### config.mk
export PLATFORM = sky130hd
export DESIGN_NAME = cpu_sequencer
export DESIGN_NICKNAME = d
export VERILOG_FILES = /design/src/rtl/cpu_sequencer.sv
export SDC_FILE = /design/constraint.sdc
export NUM_CORES = 1
export LEC_CHECK = 0
export ABC_CLOCK_PERIOD_IN_PS = 1700
export BUFFER_PORTS_ARGS = -buffer_cell sky130_fd_sc_hd__clkbuf_2
export CORE_ASPECT_RATIO = 1.75
export CORE_MARGIN = 5
export CORE_UTILIZATION = 47
export CTS_CLUSTER_DIAMETER = 40
export DETAILED_ROUTE_END_ITERATION = 7
export HOLD_SLACK_MARGIN = 0.05
export PLACE_DENSITY = 0.89
export SYNTH_ARGS = -nofsm -noshare
export SYNTH_HDL_FRONTEND = slang
export SYNTH_SLANG_ARGS = --single-unit
export TNS_END_PERCENT = 100
### constraint.sdc
create_clock -name clk -period 1.7 [get_ports clk]
set_input_delay 0.17 -clock clk [delete_from_list [all_inputs] [get_ports clk]]
set_output_delay 0.17 -clock clk [all_outputs]
set_load 0.005 [all_outputs]
### src/rtl/cpu_sequencer.sv
// Instruction sequencer for the 8-bit core: fetch over req/ack, decode settle, commit.
// Provides run / single-step / halt control for bring-up.
//
// state  | meaning
// IDLE   | halted, waiting for run or a step pulse
// FETCH  | imem_req held with pc on imem_addr until imem_ack
// DECODE | instruction register stable, decoder settling
// EXEC   | commit rf write, status, pc; pick next state
module cpu_sequencer #(
  parameter int                  PC_WIDTH          = 8,
  parameter int                  PROGRAM_DataWidth = 16,
  parameter int                  NumOpCodeBits     = 5,
  parameter int                  NumStatusBits     = 3,
  parameter logic [PC_WIDTH-1:0] RESET_PC          = '0
) (
  input  logic                         clk,
  input  logic                         rst,
  input  logic                         run,
  input  logic                         step,
  output logic                         imem_req,
  output logic [PC_WIDTH-1:0]          imem_addr,
  input  logic                         imem_ack,
  input  logic [PROGRAM_DataWidth-1:0] imem_data,
  output logic [PROGRAM_DataWidth-1:0] instruction,
  input  logic                         dec_wr_en,
  input  logic                         dec_sel_alu,
  input  logic                         dec_cnt_wr_en,
  input  logic [PC_WIDTH-1:0]          dec_literal_adr,
  input  logic [NumStatusBits-1:0]     alu_status,
  output logic [NumStatusBits-1:0]     status,
  output logic                         rf_wr_en,
  output logic [PC_WIDTH-1:0]          pc,
  output logic                         halted,
  output logic                         instr_done,
  output logic                         illegal_op
);

  typedef enum logic [1:0] {
    S_IDLE   = 2'd0,
    S_FETCH  = 2'd1,
    S_DECODE = 2'd2,
    S_EXEC   = 2'd3
  } state_t;

  localparam logic [NumOpCodeBits-1:0] RSV_A_LO = NumOpCodeBits'(5'b01010);
  localparam logic [NumOpCodeBits-1:0] RSV_A_HI = NumOpCodeBits'(5'b01111);
  localparam logic [NumOpCodeBits-1:0] RSV_B_LO = NumOpCodeBits'(5'b10110);

  state_t                   state;
  logic                     req_q;
  logic                     single_step;
  logic [NumOpCodeBits-1:0] opcode;
  logic                     reserved;

  assign opcode   = instruction[PROGRAM_DataWidth-1 -: NumOpCodeBits];
  assign reserved = ((opcode >= RSV_A_LO) && (opcode <= RSV_A_HI)) || (opcode >= RSV_B_LO);

  // The request must vanish the moment reset is applied, not at the next edge.
  assign imem_req  = req_q & ~rst;
  assign imem_addr = pc;

  always_ff @(posedge clk or posedge rst) begin
    if (rst) begin
      state       <= S_IDLE;
      pc          <= RESET_PC;
      instruction <= '0;
      status      <= '0;
      req_q       <= 1'b0;
      rf_wr_en    <= 1'b0;
      instr_done  <= 1'b0;
      illegal_op  <= 1'b0;
      halted      <= 1'b1;
      single_step <= 1'b0;
    end else begin
      rf_wr_en   <= 1'b0;
      instr_done <= 1'b0;
      illegal_op <= 1'b0;
      case (state)
        S_IDLE: begin
          if (run || step) begin
            state       <= S_FETCH;
            req_q       <= 1'b1;
            halted      <= 1'b0;
            single_step <= ~run;
          end
        end
        S_FETCH: begin
          if (imem_ack) begin
            instruction <= imem_data;
            req_q       <= 1'b0;
            state       <= S_DECODE;
          end
        end
        S_DECODE: begin
          // The decoder is a pure function of the held instruction, so its
          // write request is already final here; registering it gives a clean
          // single-cycle strobe aligned with EXEC.
          state      <= S_EXEC;
          rf_wr_en   <= dec_wr_en & ~reserved;
          instr_done <= 1'b1;
          illegal_op <= reserved;
        end
        S_EXEC: begin
          if (dec_wr_en && dec_sel_alu && !reserved) begin
            status <= alu_status;
          end
          if (dec_cnt_wr_en && !reserved) begin
            pc <= dec_literal_adr;
          end else begin
            pc <= pc + PC_WIDTH'(1);
          end
          single_step <= 1'b0;
          if (run && !single_step) begin
            state <= S_FETCH;
            req_q <= 1'b1;
          end else begin
            state  <= S_IDLE;
            halted <= 1'b1;
          end
        end
        default: begin
          state  <= S_IDLE;
          req_q  <= 1'b0;
          halted <= 1'b1;
        end
      endcase
    end
  end

endmodule

# After elaboration in Yosys (flattened, before gate mapping)
# Index checks and enable logic that the tools add are counted.
# op_classes
n_eq_ne	7
n_lt_le_gt_ge	3
n_addsub	1
muxes	17
n_reduce_logical	18
n_bitwise	5
# op_table
operator	count
$mux W1	10
$add A8 B1 Y8 const B	1
$mux W8	1
$ne A2 B2 Y1 const B	4
$pmux W2 S4	1
$reduce_and A2 Y1	4
$ge A5 B4 Y1 const B	1
$ge A5 B5 Y1 const B	1
$le A5 B4 Y1 const B	1
$logic_and A1 B1 Y1	5
$eq A2 B2 Y1 const B	2
$mux W2	2
$pmux W1 S2	2
$reduce_and A4 Y1	1
$not A1 Y1	3
$pmux W1 S3	1
$reduce_and A3 Y1	1
$reduce_bool A3 Y1	1
$and A1 B1 Y1	2
$eq A2 B1 Y1 const B	1
$logic_not A1 Y1	2
$logic_not A2 Y1	1
$logic_or A1 B1 Y1	2
$reduce_bool A2 Y1	1
# word_totals
output_inout_bits	40
register_bits	35

# Longest topological paths before layout
# Gate-level depths: netlist of the first run.
# logic_depth
word_depth	6
ltp_mapped	6
ltp_nobuf	6

# Worst setup path before layout of the first run
# OpenSTA, ideal clock, no wires.
# synth_timing
path_type	reg-to-reg
startpoint	register state[1]
endpoint	register instruction[0]
arrival_time_ps	1408
path_stages_with_launch	6
path_buffers	1
path_slack_ps	167
required_time_ps	1575
path_cell_list	dfrtp_1 -> inv_1 -> ha_1 -> nand2_1 -> buf_2 -> mux2_2
# synth_between
elab_chain_len	2
# synth_lines
item	line	source
start: declaration	49	state_t state;
start signal: assignment	64	state <= S_IDLE;
start signal: assignment	81	state <= S_FETCH;
start signal: assignment	91	state <= S_DECODE;
$eq A2 B1 Y1	78	case (state)
$reduce_and A2 Y1 (no line)	-	
end signal: assignment	89	instruction <= imem_data;
end: declaration	24	output logic [PROGRAM_DataWidth-1:0] instruction,
# No other way between the ends.
# A chain may end at the register's enable or synchronous reset.

# Final worst setup path of the first run
# layout_timing
startpoint	register pc[0] (netlist: imem_addr[0])
endpoint	register pc[4] (netlist: imem_addr[4])
# layout_between
elab_chain_len	2
# layout_lines
item	line	source
start: declaration	32	output logic [PC_WIDTH-1:0] pc,
start signal: assignment	108	pc <= dec_literal_adr;
start signal: assignment	110	pc <= pc + PC_WIDTH'(1);
$add A8 B1 Y8	110	
$mux W8	107	if (dec_cnt_wr_en && !reserved) begin
# No other way between the ends.

==> results of run 1 <==
## how the worst max path moves through the flow
stage                           endpoint  cells past startpoint             from
after global placement         status[0]                      4  instruction[15]
final                       imem_addr[4]                      5     imem_addr[0]
after detailed placement    imem_addr[4]                      5     imem_addr[1]
after global routing               req_q                      6         state[0]
after floorplan           instruction[0]                      5         state[1]
after CTS                   imem_addr[4]                      5     imem_addr[0]
## metrics by stage
stage,setup slack [ps],instances
3_3_place_gp,139,270
4_1_cts,64.0,279
3_5_place_dp,87.9,270
6_report,118,279
2_1_floorplan,167,153
5_1_grt,10.6,279
## where the power goes
group          switching (mW)  internal [mW]  leakage, nW
Sequential              0.328           1.24        0.414
Clock                   0.301          0.369       0.0505
Combinational           0.890           1.08        0.712
Total                    1.52           2.70         1.18
## cell families (layout without fill, tap and decap cells)
kind of cell    count (synthesis)  in the layout  share of synthesized area [%]
simple gates                   38             38                           12.7
flops                          35             35                           50.3
compound gates                 30             30                           12.1
buf+inv                        23            103                           7.18
mux                            21             21                           13.4
fa+ha+maj                       6              6                           4.31
## placed cells by master, fill, tap and decap left out, types with 3 or more instances in the layout
| master | n |
|---|---|
| buf_4 | 7 |
| a31oi_1 | 3 |
| mux2_2 | 19 |
| buf_12 | 3 |
| clkbuf_2 | 74 |
| dfrtp_1 | 32 |
| o21ai_0 | 4 |
| inv_1 | 10 |
| clkbuf_8 | 7 |
| nor2b_1 | 4 |
| nor2_1 | 7 |
| ha_1 | 6 |
| a21oi_1 | 8 |
| nand2_1 | 8 |
| a21o_1 | 3 |
## sequential cells by signal, summed over array words and instances (netlist names)
| register | cells |
|---|---|
| instruction | 16 |
| imem_addr | 8 |
| status | 3 |
| state | 2 |
| halted | 1 |
| illegal_op | 1 |
| instr_done | 1 |
| req_q | 1 |
| rf_wr_en | 1 |
| single_step | 1 |
## layer usage
layer | track usage (%) | vias to the layer above | share of wire, %
li1 | - | 690 | -
met4 | 5.74 | 0 | 1.6
met3 | 5.87 | 7 | 8.2
met1 | 15.8 | 689 | 34
met5 | 0 | - | 0
met2 | 31.3 | 56 | 56
## timing repair
action,CTS,global route
endpoints found under the setup margin,0,6
resized for setup,0,4
hold buffers,1,0
endpoints found under the hold margin,9,0
## cell type report
cell class	count	area, um2	area share (%)
Sequential cell	35	880	37.9
Multi-Input combinational cell	95	748	32.3
Timing Repair Buffer	85	493	21.3
Clock buffer	7	96.3	4.15
Tap cell	46	57.6	2.48
Inverter	10	37.5	1.62
Clock inverter	1	7.51	0.324
==> impl_metrics.toml, run 1 <==
[timing]
max_clock_freq_mhz = 632
grt_setup_unrepaired = "no"
finalClockSkew_ps = 5.50
finalCritPeriodShare_pct = 93.1
fin_hold_ws_ps = 115
hold_viol_final = 0
slew-limit-headroom_pct = 69.8
min_period_ps = 1580
drv_slew = 0
worstMarginPinSlew_ps = 452
final-setup-viol-count = 0
setup-tns-final_ps = 0

[global_route]
grt_antenna_before_repair = 0
grt_pass1_vias = 1545
grt_overflow = 0
grt_pass1_wl_mm = 6.73
grt_max_degree = 26
grt_use_total_pct = 16.5

[cts]
clock-sinks = 35
post_cts_buffers = 0
clk_latency_ps = 280
clkTransAtPathRegs_ps = 70
root_buffer = "clkbuf_8"
cts_buffer_depth = 2
htreeDepth = 2
cts_buffers = 5
cts_tree = "yes"

[floorplan]
dieArea_um2 = 5070
start_util_pct = 48.5
die_x_um = 56.0
fp.coreArea_um2 = 3590
die_h_um = 90.6
rows = 29
pin_count = 75

[route]
routed_wl_mm = 3.96
viasPerCell = 5.17
drtIter0Drc = 35
drc = 0
drt_first_pass_iters = 6
vias = 1442
ant_nets = 0
wl_per_cell_um = 14.2

[synthesis]
synth_seq_cells = 35
synth_ff_type = "dfrtp_1"
synth_edf_count = 0
yosysWarnings = 0
netlist.area_leader.share_pct = 48.8
syn-num-nets = 194
syn_area_um2 = 1740
synth_cell_types = 37
ys_top_cells_by_area = "dfrtp_1 (49%), mux2_2 (12%), ha_1 (4.3%)"
yosysTopAreaCell = "dfrtp_1"
synth_top_cells_by_count = "dfrtp_1 (34), mux2_2 (19), a21oi_1 (10), inv_1 (10)"
synthArstFlopShare_pct = 100
synth_area_per_cell_um2 = 11.4
yosysMostFrequentCell = "dfrtp_1"
ys_seq_area_share_pct = 50.3
postSynthCellCount = 153

[final_layout]
nets = 273
final_core_util_pct = 64.6
finalInstanceArea_um2 = 2320
fillers = 303
area_growth_pct = 33.1
num_antenna_cells = 0
layout-drive-gt1-share_pct = 52.8

[place]
hpwlAfterDp_mm = 3.17
place_area_um2 = 2200
gp_congestion = 0.817
port_buffers = 74

[critical_path]
r2r-end = "imem_addr[4]"
path_cells = "ha_1 > nand3_1 > or3b_2 > a21oi_1 > a311o_2"
cp_num_buf_inv = 0
crit_path_start_kind = "register"
rr_worst_depth = 5
slowest_stage = "or3b_2"
critPathTopFamily = "simple AND/OR/NAND/NOR gates"
crit_required_ps = 1930
cpPeakStageDelay_ps = 460
cp.arrival_ps = 1810
r2r_start = "imem_addr[0]"
r2r_slack_ps = 120
critPathCaptureType = "register"
path_class = "reg -> reg"
critPathMaxFanout = 7

[worst_hold_path]
whs_endpoint = "instruction[2]"
whs_path_depth = 2
holdCritPathClass = "in -> reg"
min_from = "imem_data[2]"

[job]
max_cap_violations = 0

[pwr]
p_leak_nw = 1.18
peakVddDrop_mv = 1.17
power_mw = 4.21
p_per_area_nw_per_um2 = 1820

[run_status]
status = "complete, no violations"
No activity file was read; power rests on OpenSTA's default activity.
==> run 2: changes to the inputs <==
PLACE_DENSITY = not set   (was 0.89)
PLACE_DENSITY_LB_ADDON = 0.12   (was not set)
==> impl_metrics.toml, run 2 (synthesized netlist as in run 1, its figures left out) <==
[run_status]
status = "complete, no violations"

[cts]
root_buffer = "clkbuf_8"
clk_latency_ps = 280
cts_tree = "yes"
cts_buffer_depth = 2
htreeDepth = 2
clkTransAtPathRegs_ps = 70
cts_buffers = 5
clock-sinks = 35

[final_layout]
regMostFlops = "instruction"
nets = 277
final_core_util_pct = 65.0
fillers = 319
final_cell_mix = "clkbuf_2 (74), dfrtp_1 (32), mux2_2 (19), buf_4 (13), inv_1 (10)"
area_growth_pct = 34.0
layout-drive-gt1-share_pct = 53.2
mostFrequentLayoutCell = "clkbuf_2"
num_antenna_cells = 0
largest_register_ffs = 16

[critical_path]
slowest_stage = "or3b_2"
critPathCaptureType = "register"
path_class = "reg -> reg"
crit_path_start_kind = "register"
path_cells = "ha_1 > nand3_1 > or3b_2 > a21oi_1 > a311o_2"
cp_num_buf_inv = 0
cp.arrival_ps = 1880
critPathTopFamily = "simple AND/OR/NAND/NOR gates"
critPathMaxFanout = 5
cpPeakStageDelay_ps = 480
crit_required_ps = 1930

[worst_hold_path]
holdCritPathClass = "in -> reg"

[place]
hpwlAfterDp_mm = 3.28
gp_congestion = 0.711
port_buffers = 74

[floorplan]
start_util_pct = 48.5
die_h_um = 90.6
pin_count = 75
dieArea_um2 = 5070
die_x_um = 56.0
fp.coreArea_um2 = 3590
rows = 29

[global_route]
grt_pass1_wl_mm = 7.23
grt_antenna_before_repair = 0
grt_use_total_pct = 17.6
grt_max_degree = 23
grt_pass1_vias = 1520
grt_overflow = 0

[pwr]
p_leak_nw = 1.20
p_per_area_nw_per_um2 = 1870
peakVddDrop_mv = 1.44

[route]
drc = 0
drtIter0Drc = 18
wl_per_cell_um = 14.9
drt_first_pass_iters = 4
vias = 1445
ant_nets = 0
routed_wl_mm = 4.21
viasPerCell = 5.11

[timing]
grt_setup_unrepaired = "no"
fin_hold_ws_ps = 115
setup-tns-final_ps = 0
slew-limit-headroom_pct = 76.6
drv_slew = 0
final-setup-viol-count = 0
finalCritPeriodShare_pct = 97.2
finalClockSkew_ps = 7.32
max_clock_freq_mhz = 605
worstMarginPinSlew_ps = 351
hold_viol_final = 0
min_period_ps = 1650

[job]
max_cap_violations = 0
==> run 2: changes by cell type in the layout (fill, tap and decap cells not counted) <==
cell	previous run	this run
a21oi_1	8	9
a21oi_2	2	1
buf_12	3	1
buf_4	7	13
bufinv_16	0	1
clkbuf_8	7	6
clkinv_2	0	1
clkinvlp_4	1	0
==> run 2: report_power, final <==
part / internal (mW) / leakage (nW) / switching, mW
sequential: 1.24 / 0.414 / 0.324
combinational: 1.10 / 0.722 / 0.920
clock: 0.475 / 0.0612 / 0.302
total: 2.82 / 1.20 / 1.55
==> run 2: layout make-up <==
type / count / area [um2] / share of cell area, %
clock buffers: 6 / 82.6 / 3.54
clock inverters: 2 / 35.0 / 1.50
inverters: 10 / 37.5 / 1.61
multi-input cells: 95 / 744 / 31.9
flip-flops and latches: 35 / 880 / 37.7
well taps: 46 / 57.6 / 2.47
repair buffers: 89 / 498 / 21.3
==> run 2: final timing paths <==
kind                               startpoint            to  slack (ps)  depth (start not counted)
min in group asynchronous                 rst  imem_addr[3]         440                          4
worst min-delay path            alu_status[2]     status[2]         120                          2
max in group asynchronous                 rst        halted         940                          4
worst max register to register   imem_addr[0]  imem_addr[4]          50                          5
worst max-delay path             imem_addr[0]  imem_addr[4]          50                          5
worst min register to register         halted        halted         490                          2
==> run 2: repair_timing <==
item / in CTS / in global routing
gates resized for setup: 2 / 1
setup buffers: 0 / 4
pin swaps: 0 / 0
gates cloned: 0 / 0
endpoints found under the hold margin: 34 / 0
endpoints found under the setup margin: 1 / 3
hold buffers: 1 / 0
==> run 2: layer usage <==
metal	GRT usage (%)	vias up	routed length, um
li1	-	699	-
met1	19.0	692	1490
met2	31.9	52	2400
met3	5.29	2	290
met4	5.54	0	25
met5	0	-	0
==> run 2: stage by stage <==
| stage | setup slack (ps) | instances | power [mW] | cell area [um2] |
|---|---|---|---|---|
| 2_1_floorplan | 167 | 153 | 2.77 | 1740 |
| 6_report | 48.1 | 283 | 4.37 | 2330 |
| 3_3_place_gp | 58.7 | 270 | 3.43 | 2170 |
| 3_5_place_dp | 28.7 | 270 | 3.54 | 2170 |
| 5_1_grt | 13.5 | 283 | 4.75 | 2330 |
| 4_1_cts | 32.0 | 279 | 4.36 | 2300 |
